`src/rtl/reply_pkg.sv`:
```
// Shared definitions for the reply arbiter: state encoding, defaults, helpers.
package reply_pkg;

  typedef enum logic [1:0] {
    ST_IDLE    = 2'd0,
    ST_HEADER  = 2'd1,
    ST_PAYLOAD = 2'd2,
    ST_PAD     = 2'd3
  } reply_state_e;

  localparam logic [7:0] DEF_PAD_BYTE = 8'h00;
  localparam int         DEF_TIMEOUT  = 255;

  // Index width for a requester count, never narrower than one bit.
  function automatic int idx_width(input int n);
    return (n > 1) ? $clog2(n) : 1;
  endfunction

endpackage

```
`src/rtl/rr_picker.sv`:
```
// Round-robin requester selection: first requesting index at or after ptr,
// wrapping around. Purely combinational.
module rr_picker
  import reply_pkg::*;
#(
  parameter int N_SRC = 4,
  parameter int IDX_W = idx_width(N_SRC)
) (
  input  logic [N_SRC-1:0] req,
  input  logic [IDX_W-1:0] ptr,
  output logic [N_SRC-1:0] winner,
  output logic [IDX_W-1:0] winner_idx,
  output logic             any_req
);

  logic found_s;
  int   pos_s;

  // Scan upward from the pointer and lock onto the first active request.
  always_comb begin
    winner     = '0;
    winner_idx = '0;
    found_s    = 1'b0;
    pos_s      = 0;
    for (int k = 0; k < N_SRC; k++) begin
      pos_s = int'(ptr) + k;
      if (pos_s >= N_SRC) begin
        pos_s = pos_s - N_SRC;
      end else begin
        pos_s = pos_s;
      end
      if (!found_s && req[pos_s]) begin
        winner[pos_s] = 1'b1;
        winner_idx    = IDX_W'(pos_s);
        found_s       = 1'b1;
      end else begin
        found_s = found_s;
      end
    end
  end

  assign any_req = |req;

endmodule

```
`src/rtl/reply_arbiter.sv`:
```
// Reply arbiter: grants one requester at a time and forwards its
// length-prefixed packet byte by byte into the shared host reply FIFO.
// A granted source that stops supplying bytes is aborted and the rest of its
// packet is filled with PAD_BYTE so the host framing stays intact.
module reply_arbiter
  import reply_pkg::*;
#(
  parameter int         N_SRC    = 4,
  parameter int         TIMEOUT  = DEF_TIMEOUT,
  parameter logic [7:0] PAD_BYTE = DEF_PAD_BYTE
) (
  input  logic               clk,
  input  logic               reset,
  input  logic [N_SRC-1:0]   src_req,
  input  logic [N_SRC-1:0]   src_valid,
  input  logic [8*N_SRC-1:0] src_data,
  output logic [N_SRC-1:0]   src_ack,
  output logic [7:0]         out_data,
  output logic               out_wr,
  input  logic               out_full,
  output logic [N_SRC-1:0]   grant,
  output logic               busy,
  output logic               err_timeout
);

  localparam int               IDX_W    = idx_width(N_SRC);
  localparam int               STV_W    = $clog2(TIMEOUT + 1);
  // The abort fires on the edge that would bring the count up to TIMEOUT.
  localparam logic [STV_W-1:0] STV_LAST = STV_W'(TIMEOUT - 1);

  reply_state_e     state_r,       state_nxt_s;
  logic [N_SRC-1:0] grant_r,       grant_nxt_s;
  logic [IDX_W-1:0] win_idx_r,     win_nxt_s;
  logic [IDX_W-1:0] ptr_r,         ptr_nxt_s;
  logic [7:0]       remaining_r,   rem_nxt_s;
  logic [STV_W-1:0] starve_r,      starve_nxt_s;
  logic             err_timeout_r, err_nxt_s;

  logic             out_wr_s;
  logic [7:0]       out_data_s;
  logic [N_SRC-1:0] src_ack_s;
  logic             cur_valid_s;
  logic [7:0]       src_bytes_s [N_SRC];

  logic [N_SRC-1:0] pick_onehot_s;
  logic [IDX_W-1:0] pick_idx_s;
  logic             pick_any_s;

  // Pointer that follows the source just served, wrapping at N_SRC.
  function automatic logic [IDX_W-1:0] wrap_inc(input logic [IDX_W-1:0] idx);
    if (idx == IDX_W'(N_SRC - 1)) begin
      return '0;
    end else begin
      return idx + 1'b1;
    end
  endfunction

  rr_picker #(
    .N_SRC (N_SRC),
    .IDX_W (IDX_W)
  ) u_picker (
    .req        (src_req),
    .ptr        (ptr_r),
    .winner     (pick_onehot_s),
    .winner_idx (pick_idx_s),
    .any_req    (pick_any_s)
  );

  // Split the flat data bus into per-source byte lanes.
  always_comb begin
    for (int i = 0; i < N_SRC; i++) begin
      src_bytes_s[i] = src_data[8*i +: 8];
    end
  end

  assign cur_valid_s = src_valid[win_idx_r];

  // Next-state, counters and the same-cycle FIFO write / source ack.
  always_comb begin
    state_nxt_s  = state_r;
    grant_nxt_s  = grant_r;
    win_nxt_s    = win_idx_r;
    ptr_nxt_s    = ptr_r;
    rem_nxt_s    = remaining_r;
    starve_nxt_s = starve_r;
    err_nxt_s    = 1'b0;
    out_wr_s     = 1'b0;
    out_data_s   = 8'h00;
    src_ack_s    = '0;

    case (state_r)
      ST_IDLE: begin
        if (pick_any_s) begin
          grant_nxt_s  = pick_onehot_s;
          win_nxt_s    = pick_idx_s;
          starve_nxt_s = '0;
          state_nxt_s  = ST_HEADER;
        end else begin
          grant_nxt_s  = '0;
        end
      end

      ST_HEADER, ST_PAYLOAD: begin
        out_data_s = src_bytes_s[win_idx_r];
        if (cur_valid_s && !out_full) begin
          out_wr_s     = 1'b1;
          src_ack_s    = grant_r;
          starve_nxt_s = '0;
          if (state_r == ST_HEADER) begin
            rem_nxt_s = out_data_s;
            if (out_data_s == 8'h00) begin
              grant_nxt_s = '0;
              ptr_nxt_s   = wrap_inc(win_idx_r);
              state_nxt_s = ST_IDLE;
            end else begin
              state_nxt_s = ST_PAYLOAD;
            end
          end else begin
            rem_nxt_s = remaining_r - 8'd1;
            if (remaining_r == 8'd1) begin
              grant_nxt_s = '0;
              ptr_nxt_s   = wrap_inc(win_idx_r);
              state_nxt_s = ST_IDLE;
            end else begin
              state_nxt_s = ST_PAYLOAD;
            end
          end
        end else if (!cur_valid_s && !out_full) begin
          if (starve_r == STV_LAST) begin
            state_nxt_s  = ST_PAD;
            err_nxt_s    = 1'b1;
            starve_nxt_s = '0;
            // An abort before the header still owes the host a 1-byte packet.
            if (state_r == ST_HEADER) begin
              rem_nxt_s = 8'd1;
            end else begin
              rem_nxt_s = remaining_r;
            end
          end else begin
            starve_nxt_s = starve_r + 1'b1;
          end
        end else begin
          // FIFO full: nothing moves and the starve count is frozen.
          starve_nxt_s = starve_r;
        end
      end

      ST_PAD: begin
        out_data_s = PAD_BYTE;
        if (!out_full) begin
          out_wr_s  = 1'b1;
          rem_nxt_s = remaining_r - 8'd1;
          if (remaining_r == 8'd1) begin
            grant_nxt_s = '0;
            ptr_nxt_s   = wrap_inc(win_idx_r);
            state_nxt_s = ST_IDLE;
          end else begin
            state_nxt_s = ST_PAD;
          end
        end else begin
          rem_nxt_s = remaining_r;
        end
      end

      default: begin
        grant_nxt_s = '0;
        state_nxt_s = ST_IDLE;
      end
    endcase
  end

  // State and counter registers; reset drops any packet in flight.
  always_ff @(posedge clk or posedge reset) begin
    if (reset) begin
      state_r       <= ST_IDLE;
      grant_r       <= '0;
      win_idx_r     <= '0;
      ptr_r         <= '0;
      remaining_r   <= 8'h00;
      starve_r      <= '0;
      err_timeout_r <= 1'b0;
    end else begin
      state_r       <= state_nxt_s;
      grant_r       <= grant_nxt_s;
      win_idx_r     <= win_nxt_s;
      ptr_r         <= ptr_nxt_s;
      remaining_r   <= rem_nxt_s;
      starve_r      <= starve_nxt_s;
      err_timeout_r <= err_nxt_s;
    end
  end

  assign src_ack     = src_ack_s;
  assign out_wr      = out_wr_s;
  assign out_data    = out_data_s;
  assign grant       = grant_r;
  assign busy        = (state_r != ST_IDLE);
  assign err_timeout = err_timeout_r;

endmodule

```
`config.mk`:
```
export PLATFORM = sky130hd
export DESIGN_NAME = reply_arbiter
export DESIGN_NICKNAME = d
export VERILOG_FILES = /design/src/rtl/reply_pkg.sv /design/src/rtl/rr_picker.sv /design/src/rtl/reply_arbiter.sv
export SDC_FILE = /design/constraint.sdc
export NUM_CORES = 1
export LEC_CHECK = 0
export BUFFER_PORTS_ARGS = -buffer_cell sky130_fd_sc_hd__buf_2
export CAP_MARGIN = 30
export CORE_MARGIN = 2
export CORE_UTILIZATION = 40
export DETAILED_ROUTE_END_ITERATION = 7
export PLACE_DENSITY = 0.66
export SYNTH_ARGS = -nofsm -noshare
export SYNTH_HDL_FRONTEND = slang
export SYNTH_SLANG_ARGS = --single-unit
```
`constraint.sdc`:
```
create_clock -name clk -period 2.68 [get_ports clk]
set_input_delay 0.536 -clock clk [delete_from_list [all_inputs] [get_ports clk]]
set_output_delay 0.536 -clock clk [all_outputs]
set_load 0.03 [all_outputs]
```
## Word-level counts from Yosys, hierarchy flattened

Cells that the tools add are included.

- Equality and inequality tests: 13
- Multiplexer cells: 86
- Bitwise gates (word level): 4
- Magnitude comparators: 14
- Add/sub/neg operators: 10
- Reductions and logical operators: 27

Operators by type and width:

| kind | number |
|---|---|
| greater-or-equal comparator 32 x 1 -> 1 bit (second input constant) | 4 |
| less-than comparator 32 x 4 -> 1 bit (second input constant) | 4 |
| two-way mux 32 bit | 4 |
| two-way mux 8 bit | 13 |
| greater-or-equal comparator 32 x 4 -> 1 bit (second input constant) | 3 |
| subtractor 32 x 4 -> 32 bit (second input constant) | 3 |
| two-way mux 4 bit | 12 |
| two-way mux 2 bit | 19 |
| case mux 8 bit (2 select lines) | 2 |
| two-way mux 1 bit | 22 |
| binary-select mux 8 bit (select 2 bit) | 1 |
| inequality test 3 bit (second input constant) | 4 |
| bitwise OR 4 bit | 3 |
| case mux 4 bit (3 select lines) | 1 |
| binary-select mux 1 bit (select 2 bit) | 5 |
| logical AND 1 bit | 9 |
| adder 8 x 1 -> 8 bit (second input constant) | 1 |
| demux 1 bit (select 2 bit) | 4 |
| == test 8 x 1 -> 1 bit (second input constant) | 1 |
| == test 8 bit (second input constant) | 1 |
| zero test 8 bit | 1 |
| AND reduction 4 bit | 2 |
| subtractor 8 x 1 -> 8 bit (second input constant) | 1 |
| adder 2 x 2 -> 3 bit (second input constant) | 2 |
| other kinds (21) | 32 |

- Word-level logic and storage cells: 161
- Input port bits: 43
- Register bits: 27

## Depth between registers and ports, before layout

Gate-level depths: netlist of the first run.

- Word-level depth: 17
- Gate-level depth with buffers: 9
- Depth with buffers taken out: 7

## Hierarchy

From an unflattened synthesis of the first run, not the netlist that was laid out.

- Cell total of the unflattened synthesis: 266
- Area total of the unflattened synthesis: 2537.4 um^2

Modules (own cells, without submodules):

| module | times used | cells an instance | area each (um^2) |
|---|---|---|---|
| reply_arbiter | 1 | 212 | 2054.5 |
| rr_picker | 1 | 54 | 483.0 |

## Worst setup path after synthesis of the first run

Ideal clock, no wire load.

- Path type: register to register
- Start point: register ptr_r[0]
- End point: register grant_r[0] (netlist: grant[0])
- Slack: 9 ps
- Cell stages (with the launch flop): 9
- Required time: 2602 ps
- Arrival time: 2592 ps
- Cells stage by stage: dfrtp_1 buf_2 inv_1 ha_1 mux4_2 nor4b_1 a22oi_1 o21a_1 o2bb2ai_1

- Longest elaborated chain between the ends: 17
- Elaborated cells on any way between the ends: 65
- Classes of those cells: add/sub: 7; order compare: 12; mux: 33; bitwise: 3; reduce/logical: 10

Ends and longest elaborated chain:

| element | line | RTL |
|---|---|---|
| start, declared | reply_arbiter.sv:34 | `logic [IDX_W-1:0] ptr_r, ptr_nxt_s;` |
| start signal, assigned | reply_arbiter.sv:186 | `ptr_r <= ptr_nxt_s;` |
| parallel branches: the longest is 14 deep, another holds subtractor 32 x 4 -> 32 bit | -- |  |
| two-way mux 4 bit * | rr_picker.sv:32 | `if (!found_s && req[pos_s]) begin` |
| two-way mux 4 bit * | reply_arbiter.sv:93 | `if (pick_any_s) begin` |
| case mux 4 bit (3 select lines) * | reply_arbiter.sv:91 | `case (state_r)` |
| end signal, assigned | reply_arbiter.sv:184 | `grant_r <= grant_nxt_s;` |
| end, declared | reply_arbiter.sv:32 | `logic [N_SRC-1:0] grant_r, grant_nxt_s;` |

Mark *: on every way between the ends. The select of a mux whose other input is x is not followed.
A chain may end at the register's enable or synchronous reset.

## Worst setup path in the final report of the first run

- Start point: register win_idx_r[0]
- End point: output port out_wr

- Longest elaborated chain between the ends: 5

Ends and longest elaborated chain:

| element | line | RTL |
|---|---|---|
| start, declared | reply_arbiter.sv:33 | `logic [IDX_W-1:0] win_idx_r, win_nxt_s;` |
| start signal, assigned | reply_arbiter.sv:185 | `win_idx_r <= win_nxt_s;` |
| binary-select mux 1 bit (select 2 bit) | reply_arbiter.sv:76 | `assign cur_valid_s = src_valid[win_idx_r];` |
| two-way mux 1 bit (not written as such) | reply_arbiter.sv:76 |  |
| logical AND 1 bit | reply_arbiter.sv:105 | `if (cur_valid_s && !out_full) begin` |
| two-way mux 1 bit | reply_arbiter.sv:105 |  |
| case mux 1 bit (2 select lines) | reply_arbiter.sv:91 |  |
| end, declared | reply_arbiter.sv:19 | `output logic out_wr,` |

Every way passes these cells. The select of a mux whose other input is x is not followed.

==> summary.txt, run 1 <==
Routing
  – First drt pass iteration count: 4
  – Count of antenna-violating nets left after detailed routing: 0
  – Total number of vias: 2138
  – Routed wire per std cell: 14.90 microns
  – Residual DRC count: 0
  – Initial detailed-routing violation count: approximately 110
  – Post-DR vias/cell: 5.468
  – Total wire length after detailed routing: between 5000 and 6000 microns

Logic synthesis
  – Number of distinct standard cells referenced by the synthesized netlist: 49
  – Post-synthesis register bit count: 27
  – Number of instances in the synthesized netlist: 251
  – Fraction of the yosys area taken by sequential cells: between 20% and 30%
  – Library cell with the largest summed area after synthesis: dfrtp_1
  – Number of nets produced by synthesis: 308
  – Share of async-settable or async-resettable flops after synthesis: 100.0%
  – Combined area of all synthesized cells: 0.002318 sq mm
  – Avg Inst Size Synth: around 9.2 sq um
  – Synth warnings: 0
  – Number of enable-type register cells in the synthesized netlist: 0
  – Largest cells by area after synthesis: dfrtp_1 29%, mux4_2 12%, ha_1 7.6%, o21ai_0 5.0%, a22oi_1 3.2%
  – Share of the synthesized area in the top cell type: 29.14%
  – Primary FF master, synth: dfrtp_1

Finish
  – Most frequent standard cell in the layout excluding fill and tap cells: buf_2
  – Non-Filler Cell Area, Final: roughly 0.0028 sq mm
  – Synth-to-layout area growth: 21.91%
  – Final Net Count: 377
  – Fraction of final layout cells with drive strength greater than 1: 30.41%
  – Core occupancy in the finished layout: 51.02%
  – Diodes inserted: 0
  – Most used cells in the layout excluding fill and tap cells: 61 x buf_2, 27 x dfrtp_1, 23 x o21ai_0
  – Filler instances: 517

Power and ir drop
  – Worst voltage drop across the vdd grid: between 0.0006 and 0.0007 V
  – PwrDens: 1253 mW/mm^2
  – Total leakage power: 0.001311 uW

Worst setup path
  – Crit path from: win_idx_r[0]$_DFFE_PP0P_
  – Largest fanout on the critical path: 12
  – Category of the worst setup path launch point: flip-flop
  – Worst flop-to-flop path endpoint: grant[2]$_DFFE_PP0P_
  – Worst setup path class: flip-flop to primary output
  – Worst reg2reg path startpoint: ptr_r[1]$_DFFE_PP0P_
  – Critical path data required time: 2140 ps
  – Worst reg-to-reg setup slack: 210 ps
  – Worst EP arrival: 2020 ps
  – Number of cells on the worst reg-to-reg path: 8
  – Setup crit end kind: primary output

Run status
  – Outcome: completed

Clocking
  – Skew-Pair Late Insertion Delay: around 280 ps
  – Clock buffers created by TritonCTS: 3
  – Number of clock sinks seen by CTS: 27
  – TritonCTS clock tree: yes
  – Clk slew on worst S/H paths: ~100 ps
  – Depth of the CTS H-tree: 1
  – Max clock buf depth: 2
  – Quantity of gates resized following cts: 0
  – CTS root buf: clkbuf_8

Min path
  – Worst min path class: primary input to asynchronous set/reset pin

STA
  – RSZ-0062 raised after global routing: no
  – Post-route fraction of the period consumed by the critical path: 95.31%
  – Final TNS setup: 0 ps
  – Final count of pins violating max slew: 0
  – Final period demand of the worst path: 2554 ps
  – Count of final setup violators: 0
  – Fmax: 391.5 MHz
  – Final hold viol count: 0
  – Worst-margin pin slew: 515.9 ps
  – Worst Skew: 11.32 ps
  – Remaining max-slew budget at the tightest pin: 65.12%

Placed design
  – Dpl hpwl: 4546 microns
  – Final weighted congestion of routability-driven global placement: 0.8860
  – Count of port buffers added during placement: 61
  – Post-placement cell area: between 0.002 and 0.003 sq mm

Floorplanning
  – Core Region: 0.005540 sq mm
  – Die Area: 0.006421 sq mm
  – Number of placed I/O pins: 62
  – Die W: 80.13 microns
  – Die outline height: approximately 80 microns
  – FP Rows: 27
  – Initial cell density of the core: 41.85%

GRT
  – Overflow left after global routing: 0
  – Initial antenna violation count: 0
  – Global-route wire length before repair: 9632 microns
  – Number of global-route vias before repair: 2027
  – Maximum number of pins on one net before global-route repair: 28
  – Overall Global Routing Usage: 18.83%

Flow run
  – Max capacitance violation total: 0
-- metrics by stage --
step	setup WS, ps	total power, uW	instances	hold WS, ps
2_1_floorplan	9.324	2587	251	466.9
3_3_place_gp	213.3	3280	386	494.4
3_5_place_dp	187.6	3301	386	496.9
4_1_cts	72.94	3549	390	314.0
5_1_grt	22.81	3903	391	335.2
6_report	125.7	3541	391	299.0
-- metal layers --
| layer | track usage (%) | share of wire (%) | up-vias |
|---|---|---|---|
| met2 | 30.50 | 46 | 80 |
| met5 | 0 | 0 | - |
| met1 | 27.03 | 47 | 984 |
| li1 | - | - | 1072 |
| met4 | 2.881 | 0.36 | 0 |
| met3 | 3.034 | 6.5 | 2 |
-- worst max-delay path by stage --
stage                     cells after the start              endpoint
after floorplan                               8  grant[0]$_DFFE_PP0P_
after global placement                        6  ptr_r[0]$_DFFE_PP0P_
after detailed placement                      6  ptr_r[0]$_DFFE_PP0P_
after CTS                                     6                out_wr
after global routing                          6                out_wr
final                                         6                out_wr
-- cell type report --
type	count	area (sq um)	area share (%)
well taps	72	90.09	3.187
multi-input cells	197	1533	54.23
repair buffers	75	422.9	14.96
clock buffers	4	45.04	1.594
flip-flops and latches	27	675.6	23.90
inverters	16	60.06	2.125
-- repair_timing --
item | in CTS | in global routing
hold endpoints to repair | 0 | 0
setup endpoints to repair | 0 | 1
buffers inserted | 0 | 1
hold buffers | 0 | 0
-- cell families (layout without fill, tap and decap cells) --
group | count (synthesis) | in the layout | share of synthesized area (%)
flops | 27 | 27 | 29.14
xor+xnor | 3 | 3 | 1.134
simple gates | 83 | 83 | 19.16
fa+ha+maj | 14 | 14 | 7.555
mux | 20 | 20 | 15.97
compound gates | 77 | 77 | 22.29
buf+inv | 27 | 95 | 4.749
-- registers in the layout (all words and copies together), names as in the netlist --
register     flops
err_timeout      1
ptr_r            2
state_r          2
starve_r         8
grant            4
remaining_r      8
win_idx_r        2
-- synthesized netlist by cell type (2+ instances only) --
master,n
a21oi_1,12
nand2b_1,4
o22ai_1,2
o2bb2ai_1,4
nand3_1,5
a41o_1,2
xnor2_1,3
mux2i_1,4
and3_1,5
nand2_1,16
nor2_1,18
a211o_1,2
a21boi_0,3
o21ai_0,23
a22oi_1,10
mux4_2,12
ha_1,14
nor3_1,3
mux2_1,2
inv_1,16
o21a_1,6
or4_1,2
and2_1,12
a221oi_1,2
dfrtp_1,27
nor4_1,3
o31ai_1,2
clkbuf_1,9
nor3b_1,3
nor2b_1,6
-- report_power, final --
| part | switching (uW) | internal, uW | total [uW] | leakage (uW) |
|---|---|---|---|---|
| sequential | 130 | 547 | 677 | 0.000356 |
| clock | 126 | 107 | 232 | 0.0000228 |
| combinational | 1520 | 1120 | 2630 | 0.000932 |
-- critical path, cell delays in order (launching register included) --
cell	delay, ps
dfrtp_1	390
buf_12	160
mux4_2	550
and3_1	270
a21oi_1	130
nor2_1	60
buf_2	180
Power figures use the tool's default switching activity.
==> inputs of run 2 (changes only) <==
--- a/config.mk
+++ b/config.mk
@@ -7,9 +7,11 @@
 export LEC_CHECK = 0
 export BUFFER_PORTS_ARGS = -buffer_cell sky130_fd_sc_hd__buf_2
 export CAP_MARGIN = 30
+export CORE_ASPECT_RATIO = 2
 export CORE_MARGIN = 2
 export CORE_UTILIZATION = 40
 export DETAILED_ROUTE_END_ITERATION = 7
+export MAX_ROUTING_LAYER = met4
 export PLACE_DENSITY = 0.66
 export SYNTH_ARGS = -nofsm -noshare
 export SYNTH_HDL_FRONTEND = slang
==> run 2 against run 1 <==
  * Critical path depth unchanged
  * Global-route usage up 1.7 points
  * Flip-flop and latch count unchanged
  * Routed wire length up 7.2%
  * Largest power group unchanged
==> summary.txt, run 2 (synthesis gave the netlist of run 1 again) <==
Run status
  – Outcome: completed (unchanged)

Worst setup path
  – Worst setup path class: flip-flop to primary output (unchanged)
  – Largest fanout on the critical path: 9 (was 12)
  – Setup crit end kind: primary output (unchanged)
  – Number of cells on the worst reg-to-reg path: 8 (unchanged)
  – Critical path data required time: 2140 ps (about the same)
  – Worst EP arrival: 1990 ps (was 2020 ps)
  – Category of the worst setup path launch point: flip-flop (unchanged)

Clocking
  – Clk slew on worst S/H paths: 70 ps (was 100 ps)
  – Clock buffers created by TritonCTS: 3 (unchanged)
  – CTS root buf: clkbuf_16 (was clkbuf_8)
  – TritonCTS clock tree: yes (unchanged)
  – Number of buffers inserted by hold repair at cts: 0 (unchanged)
  – Number of clock sinks seen by CTS: 27 (unchanged)
  – Depth of the CTS H-tree: 1 (unchanged)
  – Max clock buf depth: 2 (unchanged)
  – Skew-Pair Late Insertion Delay: 270 ps (was 280 ps)

Placed design
  – Final weighted congestion of routability-driven global placement: 0.9091 (was 0.8860)
  – Post-placement cell area: 0.002738 sq mm (was 0.002774 sq mm)
  – Dpl hpwl: 4981 microns (was 4546 microns)
  – Number of placed instances with taps included: 372 (was 386)
  – Post-Place Worst Slack: 147.1 ps (was 187.6 ps)
  – Count of port buffers added during placement: 61 (unchanged)

Floorplanning
  – Die Area: 0.006458 sq mm (was 0.006421 sq mm)
  – Core Region: 0.005660 sq mm (was 0.005540 sq mm)
  – Die outline height: 111.7 microns (was 80.13 microns)
  – Initial cell density of the core: 40.96% (was 41.85%)
  – FP Rows: 39 (was 27)
  – Die W: 57.84 microns (was 80.13 microns)
  – Number of placed I/O pins: 62 (unchanged)

Finish
  – Diodes inserted: 0 (unchanged)
  – Most frequent standard cell in the layout excluding fill and tap cells: buf_2 (unchanged)
  – Most used cells in the layout excluding fill and tap cells: 61 x buf_2, 26 x dfrtp_1, 23 x o21ai_0 (was 61 x buf_2, 27 x dfrtp_1, 23 x o21ai_0)
  – Non-Filler Cell Area, Final: 0.002831 sq mm (was 0.002826 sq mm)
  – Fraction of final layout cells with drive strength greater than 1: 30.70% (was 30.41%)
  – Final Net Count: 374 (was 377)
  – Final non-filler cell total: 377 (was 391)
  – Synth-to-layout area growth: 22.13% (was 21.91%)

GRT
  – Initial antenna violation count: 0 (unchanged)
  – Overall Global Routing Usage: 20.49% (was 18.83%)
  – Global-route wire length before repair: 10270 microns (was 9632 microns)
  – Number of global-route vias before repair: 2175 (was 2027)
  – Maximum number of pins on one net before global-route repair: 28 (unchanged)
  – Overflow left after global routing: 0 (unchanged)

Routing
  – Total number of vias: 2216 (was 2138)
  – Count of antenna-violating nets left after detailed routing: 0 (unchanged)
  – Routed wire per std cell: 16.55 microns (was 14.90 microns)
  – Total wire length after detailed routing: 6241 microns (was 5824 microns)
  – First drt pass iteration count: 4 (unchanged)
  – Post-DR vias/cell: 5.878 (was 5.468)
  – Initial detailed-routing violation count: 51 (was 106)
  – Residual DRC count: 0 (unchanged)

Power and ir drop
  – Worst voltage drop across the vdd grid: 0.0008323 V (was 0.0006612 V)
  – PwrDens: 1289 mW/mm^2 (was 1253 mW/mm^2)
  – Total leakage power: 0.001313 uW (was 0.001311 uW)

STA
  – Fmax: 396.1 MHz (was 391.5 MHz)
  – Remaining max-slew budget at the tightest pin: 70.67% (was 65.12%)
  – Final TNS setup: 0 ps (unchanged)
  – Final period demand of the worst path: 2525 ps (was 2554 ps)
  – Final count of pins violating max slew: 0 (unchanged)
  – Minimum hold slack: 320.3 ps (was 299.0 ps)
  – Worst-margin pin slew: 439.9 ps (was 515.9 ps)
  – Post-route fraction of the period consumed by the critical path: 94.21% (was 95.31%)
  – Worst Slack Setup Final: 155.1 ps (was 125.7 ps)
  – Count of final setup violators: 0 (unchanged)
  – RSZ-0062 raised after global routing: no (unchanged)
  – Worst Skew: 5.303 ps (was 11.32 ps)
  – Final hold viol count: 0 (unchanged)

Min path
  – Worst min path class: primary input to asynchronous set/reset pin (unchanged)

Flow run
  – Max capacitance violation total: 0 (unchanged)
## run 2: cell types whose count changed in the layout (fill, tap and decap cells not counted)
cell	change
dfrtp_1	-1
and3_2	+1
clkbuf_1	-1
buf_4	-3
inv_6	+1
dfrtp_2	+1
and3_1	-1
clkbuf_16	+3
clkbuf_8	-3
## run 2: critical path, stage by stage (launching register included)
cell and delay (ps):
dfrtp_2 400, buf_12 150, mux4_2 550, and3_2 270, a21oi_1 120, nor2_1 50
buf_2 180
## run 2: metal layers
metal / GRT usage (%) / vias to the layer above / part of all wire, % / wire length, microns
met5: - / - / 0 / 0
met4: 7.442 / 0 / 2.2 / 136
met3: 1.045 / 11 / 2.9 / 183
met2: 36.67 / 56 / 57 / 3584
met1: 23.34 / 1083 / 37 / 2336
li1: - / 1066 / - / -
## run 2: final cells by class
cell class	instances	area [sq um]
clock buffers	3	75.07
clock inverters	1	8.758
repair buffers	72	400.4
inverters	16	60.06
multi-input cells	197	1534
well taps	61	76.32
flip-flops and latches	27	676.9
fillers	559	2829
## run 2: timing repair
action	4_1_cts	5_1_grt
resized for setup	0	2
buffers inserted	0	1
setup endpoints to repair	0	1
## run 2: report_power, final
part	total (uW)	switching, uW	leakage (uW)	internal [uW]
logic	2600	1520	0.000917	1080
clock network	362	155	0.0000415	207
registers	686	137	0.000355	549
total	3650	1810	0.00131	1840
## run 2: path summary, 6_finish.rpt
| kind | startpoint | end | slack [ps] |
|---|---|---|---|
| max | win_idx_r[0]$_DFFE_PP0P_ | out_wr | 160 |
| min | reset | starve_r[6]$_DFFE_PP0P_ | 320 |
| max reg2reg | ptr_r[1]$_DFFE_PP0P_ | grant[1]$_DFFE_PP0P_ | 200 |
| min reg2reg | grant[2]$_DFFE_PP0P_ | grant[2]$_DFFE_PP0P_ | 510 |
| max in group asynchronous | reset | win_idx_r[0]$_DFFE_PP0P_ | 2060 |
| min in group clk | grant[2]$_DFFE_PP0P_ | grant[2]$_DFFE_PP0P_ | 510 |
## run 2: stage by stage
step | power (uW) | util [%]
after global placement | 3246 | 48.36
after CTS | 3645 | 49.85
after global routing | 3956 | 50.02
after floorplan | 2587 | -
final | 3651 | 50.02
after detailed placement | 3269 | 48.36
